### src/rtl/ldst_pkg.sv
// Shared definitions for the L1 load/store fill path: default widths and the
// fill engine state encoding.
package ldst_pkg;

   localparam int LDST_DATA_WIDTH = 32;
   localparam int LDST_ADDR_WIDTH = 10;

   typedef enum logic [1:0] {
      ST_IDLE  = 2'd0,
      ST_FILL  = 2'd1,
      ST_DRAIN = 2'd2,
      ST_DONE  = 2'd3
   } fill_state_e;

endpackage : ldst_pkg

### src/rtl/ldst_hold_reg.sv
// One-entry valid/ready holding stage between the global-memory source and the
// L1 write port. A new word can be accepted in the same cycle the held word is
// written, so a continuous stream moves at one word per cycle with no bubbles.
module ldst_hold_reg
   import ldst_pkg::*;
#(
   parameter int DATA_WIDTH = LDST_DATA_WIDTH,
   parameter int ADDR_WIDTH = LDST_ADDR_WIDTH
) (
   input  logic                  clk,
   input  logic                  rst,
   input  logic                  in_valid,
   output logic                  in_ready,
   input  logic [ADDR_WIDTH-1:0] in_addr,
   input  logic [DATA_WIDTH-1:0] in_data,
   output logic                  out_valid,
   input  logic                  out_ready,
   output logic [ADDR_WIDTH-1:0] out_addr,
   output logic [DATA_WIDTH-1:0] out_data
);

   logic                  valid_q, valid_d;
   logic [ADDR_WIDTH-1:0] addr_q,  addr_d;
   logic [DATA_WIDTH-1:0] data_q,  data_d;
   logic                  load;
   logic                  write;

   // Handshake and next-entry computation: load wins over drain, which keeps
   // the entry full when a write and a new word coincide.
   always_comb begin
      // NOTE: every always_comb output gets a default first so no path can
      // leave it unassigned and infer a latch.
      valid_d  = valid_q;
      addr_d   = addr_q;
      data_d   = data_q;
      in_ready = !valid_q || out_ready;
      load     = in_valid && in_ready;
      write    = valid_q && out_ready;
      if (load) begin
         valid_d = 1'b1;
         addr_d  = in_addr;
         data_d  = in_data;
      end else if (write) begin
         valid_d = 1'b0;
      end
   end

   // Entry register.
   always_ff @(posedge clk) begin
      // NOTE: sequential state uses non-blocking assignments only, so every
      // flop samples pre-edge values regardless of block ordering.
      if (rst) begin
         // NOTE: address/data are reset too (not just valid) because they
         // drive the L1 port directly and must read zero out of reset.
         valid_q <= 1'b0;
         addr_q  <= '0;
         data_q  <= '0;
      end else begin
         valid_q <= valid_d;
         addr_q  <= addr_d;
         data_q  <= data_d;
      end
   end

   assign out_valid = valid_q;
   assign out_addr  = addr_q;
   assign out_data  = data_q;

endmodule : ldst_hold_reg

### src/rtl/l1_fill_ctrl.sv
// L1 fill engine: accepts a (base, len) request, streams len words from global
// memory into consecutive L1 word addresses (wrapping), yields the shared L1
// write port to SP stores (st_busy), and pulses done once per completed fill.
module l1_fill_ctrl
   import ldst_pkg::*;
#(
   parameter int DATA_WIDTH = LDST_DATA_WIDTH,
   parameter int ADDR_WIDTH = LDST_ADDR_WIDTH
) (
   input  logic                  clk,
   input  logic                  rst,
   input  logic                  req_valid,
   output logic                  req_ready,
   input  logic [ADDR_WIDTH-1:0] req_base,
   input  logic [ADDR_WIDTH:0]   req_len,
   input  logic                  src_valid,
   output logic                  src_ready,
   input  logic [DATA_WIDTH-1:0] src_data,
   input  logic                  st_busy,
   output logic                  lwe_gs,
   output logic [ADDR_WIDTH-1:0] addr_gs,
   output logic [DATA_WIDTH-1:0] ldata_gs,
   output logic                  busy,
   output logic                  done
);

   localparam int LW = ADDR_WIDTH + 1;
   // A request can cover at most the whole L1 once.
   localparam logic [LW-1:0] MAX_LEN = {1'b1, {ADDR_WIDTH{1'b0}}};

   fill_state_e           state_q, state_d;
   logic [ADDR_WIDTH-1:0] base_q,  base_d;
   logic [LW-1:0]         len_q,   len_d;
   logic [LW-1:0]         cnt_q,   cnt_d;

   logic                  hold_in_valid;
   logic                  hold_in_ready;
   logic                  hold_valid;
   logic [ADDR_WIDTH-1:0] word_addr;
   logic [LW-1:0]         len_clamped;
   logic                  src_accept;
   logic                  last_word;

   // Destination of the next accepted word; the truncating add gives the
   // wrap from the top of L1 back to address 0.
   assign word_addr   = base_q + cnt_q[ADDR_WIDTH-1:0];
   assign len_clamped = (req_len > MAX_LEN) ? MAX_LEN : req_len;
   assign last_word   = (cnt_q == (len_q - LW'(1)));

   ldst_hold_reg #(
      .DATA_WIDTH (DATA_WIDTH),
      .ADDR_WIDTH (ADDR_WIDTH)
   ) u_hold (
      .clk       (clk),
      .rst       (rst),
      .in_valid  (hold_in_valid),
      .in_ready  (hold_in_ready),
      .in_addr   (word_addr),
      .in_data   (src_data),
      .out_valid (hold_valid),
      .out_ready (!st_busy),
      .out_addr  (addr_gs),
      .out_data  (ldata_gs)
   );

   // Next-state and handshake outputs; control outputs are forced low while
   // rst is asserted so an abort takes effect in the reset cycle itself.
   always_comb begin
      state_d       = state_q;
      base_d        = base_q;
      len_d         = len_q;
      cnt_d         = cnt_q;
      req_ready     = (state_q == ST_IDLE) && !rst;
      hold_in_valid = (state_q == ST_FILL) && src_valid && !rst;
      src_ready     = (state_q == ST_FILL) && hold_in_ready && !rst;
      src_accept    = src_valid && src_ready;
      lwe_gs        = hold_valid && !st_busy && !rst;
      busy          = (state_q != ST_IDLE) && !rst;
      done          = (state_q == ST_DONE) && !rst;

      unique case (state_q)
         ST_IDLE: begin
            if (req_valid && req_ready) begin
               base_d  = req_base;
               len_d   = len_clamped;
               cnt_d   = '0;
               state_d = (len_clamped == '0) ? ST_DONE : ST_FILL;
            end
         end
         ST_FILL: begin
            if (src_accept) begin
               cnt_d = cnt_q + LW'(1);
               if (last_word) begin
                  state_d = ST_DRAIN;
               end
            end
         end
         ST_DRAIN: begin
            // Leave as soon as the final held word is written this cycle.
            if (!hold_valid || lwe_gs) begin
               state_d = ST_DONE;
            end
         end
         ST_DONE: begin
            state_d = ST_IDLE;
         end
         default: begin
            state_d = ST_IDLE;
         end
      endcase
   end

   // Engine state and request registers.
   always_ff @(posedge clk) begin
      if (rst) begin
         state_q <= ST_IDLE;
         base_q  <= '0;
         len_q   <= '0;
         cnt_q   <= '0;
      end else begin
         state_q <= state_d;
         base_q  <= base_d;
         len_q   <= len_d;
         cnt_q   <= cnt_d;
      end
   end

endmodule : l1_fill_ctrl

### config.mk
export PLATFORM = sky130hd
export DESIGN_NAME = l1_fill_ctrl
export DESIGN_NICKNAME = d
export VERILOG_FILES = /design/src/rtl/ldst_pkg.sv /design/src/rtl/ldst_hold_reg.sv /design/src/rtl/l1_fill_ctrl.sv
export SDC_FILE = /design/constraint.sdc
export NUM_CORES = 1
export LEC_CHECK = 0
export CORE_MARGIN = 3
export CORE_UTILIZATION = 52
export CTS_BUF_LIST = sky130_fd_sc_hd__clkbuf_8
export DETAILED_ROUTE_END_ITERATION = 8
export PLACE_DENSITY = 0.83
export RECOVER_POWER = 50
export SKIP_CTS_REPAIR_TIMING = 1
export SYNTH_ARGS = -nofsm -noshare
export SYNTH_HDL_FRONTEND = slang
export SYNTH_HIERARCHICAL = 1
export SYNTH_SLANG_ARGS = --single-unit
### constraint.sdc
create_clock -name clk -period 2.9 [get_ports clk]
set_input_delay 0.725 -clock clk [delete_from_list [all_inputs] [get_ports clk]]
set_output_delay 0.725 -clock clk [all_outputs]
set_load 0.03 [all_outputs]
Word level (Yosys, flattened, before mapping):

Index checks and enable logic that the tools add are counted.

* output and inout port bits: 47
* bits of input ports: 58
* logic and storage cells: 56
* bits in writable memories: 0
* ROM bits: 0
* register bits after elaboration: 77
* memories: 0
* latch bits: 0

* $add $sub $neg: 3
* muxes and demuxes: 12
* div/mod/pow operators: 0
* $mul: 0
* magnitude comparators: 1
* bitwise gates (word level): 0
* shift operators: 0
* equality and inequality tests: 8
* reductions and logical operators: 25

Operator list (count)
* $mux W11: 3
* $pmux W11 S2: 1
* $logic_and A1 B1 Y1: 12
* $add A11 B1 Y11 const B: 1
* $eq A11 B11 Y1: 1
* $gt A11 B11 Y1 const B: 1
* $logic_not A11 Y1: 1
* $sub A11 B1 Y11 const B: 1
* $add A10 B10 Y10: 1
* $mux W2: 5
* $pmux W2 S4: 1
* $ne A2 B2 Y1 const B: 3
* $reduce_bool A2 Y1: 3
* $eq A2 B2 Y1 const B: 2
* $reduce_and A4 Y1: 1
* $logic_not A1 Y1: 3
* $reduce_and A3 Y1: 1
* $eq A2 B1 Y1 const B: 1
* $logic_not A2 Y1: 1
* $logic_or A1 B1 Y1: 2
* $mux W1: 2
* $ne A2 B1 Y1 const B: 1
* $reduce_and A2 Y1: 1

Logic depth before layout (Yosys ltp):

* depth in word-level cells: 7
* gate-level depth with buffers: 12
* depth with buffers taken out: 12

Hierarchy:

The synthesis kept the hierarchy.

Modules (own cells, without submodules)
* ldst_hold_reg: sequential area each 860.8 um2, instances 1, cells an instance 196, area each 2299.7 um2
* l1_fill_ctrl: sequential area each 680.7 um2, instances 1, cells an instance 269, area each 2248.4 um2

Least setup slack after synthesis:

Ideal clock, no wire load.

* path type: input port to output port
* from: input rst
* to: output lwe_gs
* arrival time: 1841 ps
* cell stages on the path: 3
* data required time: 2175 ps
* path slack: 334 ps
* buffers on the path: 2
* cell sequence: clkbuf_1 -> clkbuf_1 -> nor3b_1

* word-level cells in the longest chain between the ends: 2

Ends and longest elaborated chain
* from (decl): line l1_fill_ctrl.sv:11 `input logic rst,`
* $logic_not A1 Y1: line l1_fill_ctrl.sv:77 `lwe_gs = hold_valid && !st_busy && !rst;`
* $logic_and A1 B1 Y1: line l1_fill_ctrl.sv:77
* to (decl): line l1_fill_ctrl.sv:20 `output logic lwe_gs,`

No other way between the ends.

Worst setup path after layout:

* from: register state_q[0]
* to: output busy

* word-level cells in the longest chain between the ends: 2

Ends and longest elaborated chain
* from (decl): line l1_fill_ctrl.sv:31 `fill_state_e state_q, state_d;`
* from (signal assigned): line l1_fill_ctrl.sv:121 `state_q <= state_d;`
* $reduce_bool A2 Y1: line l1_fill_ctrl.sv:78 `busy = (state_q != ST_IDLE) && !rst;`
* $logic_and A1 B1 Y1: line l1_fill_ctrl.sv:78
* to (decl): line l1_fill_ctrl.sv:23 `output logic busy,`

No other way between the ends.

==> flow_summary.toml <==
[job]
drv_cap = 0

[sta]
tns_ns = 0
skew_ns = 0.007915
final_max_slew_viol_count = 0
finalWorstSetupSlack_ns = 0.2660
finalSetupViolCount = 0
period_minus_slack_ns = 2.634
fmax_mhz = 379.6
worstMarginPinSlew_ns = 1.087
rsz0062_at_grt = "false"
finalHoldViolCount = 0
slew_headroom = 0.2756
min_period_over_period = 0.9083
hold_ws_ns = 0.4815

[global_routing]
grt_first_pass_wirelength_microns = 17390
grt_start_max_net_pins = 86
antenna_found_initial = 0
gr-total-overflow = 0
first_global_vias = 3710
grt_util_all_layers = 0.2113

[final_layout]
final_layout_size_suffix_gt1_frac = 0.1724
final_cell_mix = "95 x clkdlybuf4s50_1, 77 x dfxtp_1, 42 x a21bo_1"
area_growth_pct = 23.80
fill_cells = 659
fin_util = 0.6751
layout_commonest_cell = "clkdlybuf4s50_1"
finalNetCount = 626
antenna_cells = 0

[status]
outcome = "finished, final reports clean"

[critical_path]
rrSetupSlack_ns = 0.39
cp.required_ns = 2.17
end_kind = "output pin"
rr_worst_depth = 9
critPathBufInv = 2
cp.arrival_ns = 1.91
critPathMaxStageDelay_ns = 0.67
critPathTopFamily = "buffers and inverters"
crit-reg2reg-launch = "len_q[0]"
critPathSlowestCell = "clkdlybuf4s50_1"
crit_chain = "inv_1 -> ha_1 -> nor2_1 -> clkdlybuf4s50_1"
critical_path_class = "flip-flop to output pin"
path_max_fanout = 6
start_kind = "flip-flop"
r2r-end = "state_q[1]"

[die]
core_sq_um = 8341
initial_core_util = 0.5453
die_h_microns = 99.52
dieWidth_microns = 99.52
die_area_sq_um = 9904
num_rows = 33
ios = 105

[synthesis]
ys_seq_area_frac = 0.3389
ys_async_sr_fraction = 0
avgSynthCellArea_sq_um = 9.781
syn_inst = 465
synth_edf_count = 0
netlist.area_leader.share = 0.3389
synth_area_leaders = "dfxtp_1 34%, a21bo_1 9.2%, nand3_2 8.4%"
syn_area_sq_um = 4548
synth_warnings = 6
synth_top_cell_by_area = "dfxtp_1"
ys_seq_elements = 77
synthDistinctLibCells = 59
synth_ff_type = "dfxtp_1"
synthesis.nets = 539

[route]
post_drt_wl_per_cell_microns = 15.31
vias_per_cell = 5.604
vias = 3710
drc = 0
ant_nets = 0
drt_first_pass_iters = 4
drtIter0Drc = 142
drt_wl_total_microns = 10130

[place]
dp_hpwl_microns = 7278
portBuffers = 104
place_ws_ns = 0.09226
gp_congestion = 0.8120

[pwr]
p_per_area_nw_per_um2 = 529.2
pwr-share-seq = 0.411
leakagePower_nw = 2.034
power_switching_mw = 1.004
p_int_mw = 1.975
combPwrFrac = 0.316
power_mw = 2.979
p_sw_frac = 0.3371
ir_worst_vdd_mv = 0.2448
power_frac_clock = 0.273

[clock_network]
clkTransAtPathRegs_ns = 0.08
cts_sinks = 77
cts_max_level = 3
clockBufferDepth = 2
clkLatencyLatePin_ns = 0.35
cts_root_buffer = "clkbuf_8"
cts_tree = "yes"
cts_buffers = 9

[min_path]
min_path_type = "flip-flop to flip-flop"
hp-start = "base_q[0]"
hold_end = "base_q[0]"
min_delay_path_depth = 2
==> worst min-delay path, delay by kind of cell, from the launching register on <==
kind             cells  cell delay (ns)
flip-flops           1             0.32
AND/OR/NAND/NOR      1             0.06
AO/OA/AOI/OAI        1             0.06
==> flip-flops by register name, summed over array words and instances (netlist names) <==
register,count
u_hold/out_data,32
u_hold/out_addr,10
base_q,10
cnt_q,11
u_hold/out_valid,1
len_q,11
state_q,2
==> metal layers <==
| layer | vias to the layer above | routed length [microns] | GRT usage |
|---|---|---|---|
| li1 | 1839 | - | - |
| met3 | 16 | 475 | 0.03226 |
| met2 | 101 | 5013 | 0.3647 |
| met4 | 0 | 189 | 0.07458 |
| met5 | - | 0 | 0 |
| met1 | 1754 | 4454 | 0.2674 |
==> layout make-up <==
cell class,instances,area (sq um),area share
clock inverter,6,62.56,0.01111
clock buffer,10,137.6,0.02444
multi-input combinational,343,2633,0.4676
sequential,77,1541,0.2738
inverter,12,45.04,0.008000
timing repair buffer,109,1080,0.1918
tap,105,131.4,0.02333
==> worst max-delay path by stage <==
stage,start,end,cells past startpoint
floorplan,rst,lwe_gs,3
detailed placement,st_busy,state_q[1],10
CTS,state_q[0],req_ready,5
global placement,st_busy,state_q[1],10
global route,st_busy,state_q[1],10
finish,state_q[0],busy,4
==> power by group through the flow <==
stage,sequential [mW],combinational [mW],clock [mW]
3_5_place_dp,1.25,0.960,0
5_1_grt,1.24,1.03,0.874
3_3_place_gp,1.24,0.929,0
2_1_floorplan,1.29,0.613,0
6_report,1.22,0.942,0.814
4_1_cts,1.22,0.966,0.832
==> synthesized netlist by cell type, drive strengths merged, types with 2 or more instances <==
| cell type | number |
|---|---|
| a211oi | 7 |
| a21bo | 42 |
| a21o | 3 |
| a21oi | 52 |
| a221oi | 2 |
| a22o | 4 |
| a31oi | 3 |
| and2 | 2 |
| and3 | 3 |
| and3b | 3 |
| buf | 24 |
| clkbuf | 9 |
| dfxtp | 77 |
| ha | 15 |
| inv | 12 |
| nand2 | 25 |
| nand2b | 16 |
| nand3 | 47 |
| nand3b | 7 |
| nand4 | 3 |
| nor2 | 16 |
| nor2b | 4 |
| nor3 | 9 |
| nor3b | 2 |
| nor4 | 4 |
| o21ai | 21 |
| o31ai | 3 |
| or3 | 4 |
| xnor2 | 11 |
| xor2 | 16 |
==> kinds of logic (layout without fill, tap and decap cells) <==
| group | count (synthesis) | after routing | share of synthesized area |
|---|---|---|---|
| AOI/OAI and AO/OA | 147 | 147 | 0.2655 |
| adders and majority gates | 16 | 16 | 0.04567 |
| buffers and inverters | 45 | 137 | 0.06960 |
| xor gates and xnor gates | 27 | 27 | 0.05199 |
| DFF | 77 | 77 | 0.3389 |
| and+or+nand+nor | 152 | 152 | 0.2261 |
| muxes | 1 | 1 | 0.002201 |
==> metrics by stage <==
stage / area (sq um) / instances
finish: 5630 / 662
detailed placement: 5513 / 646
global placement: 5513 / 646
global route: 5630 / 662
CTS: 5713 / 662
floorplan: 4548 / 465
No activity file was read; power rests on OpenSTA's default activity.
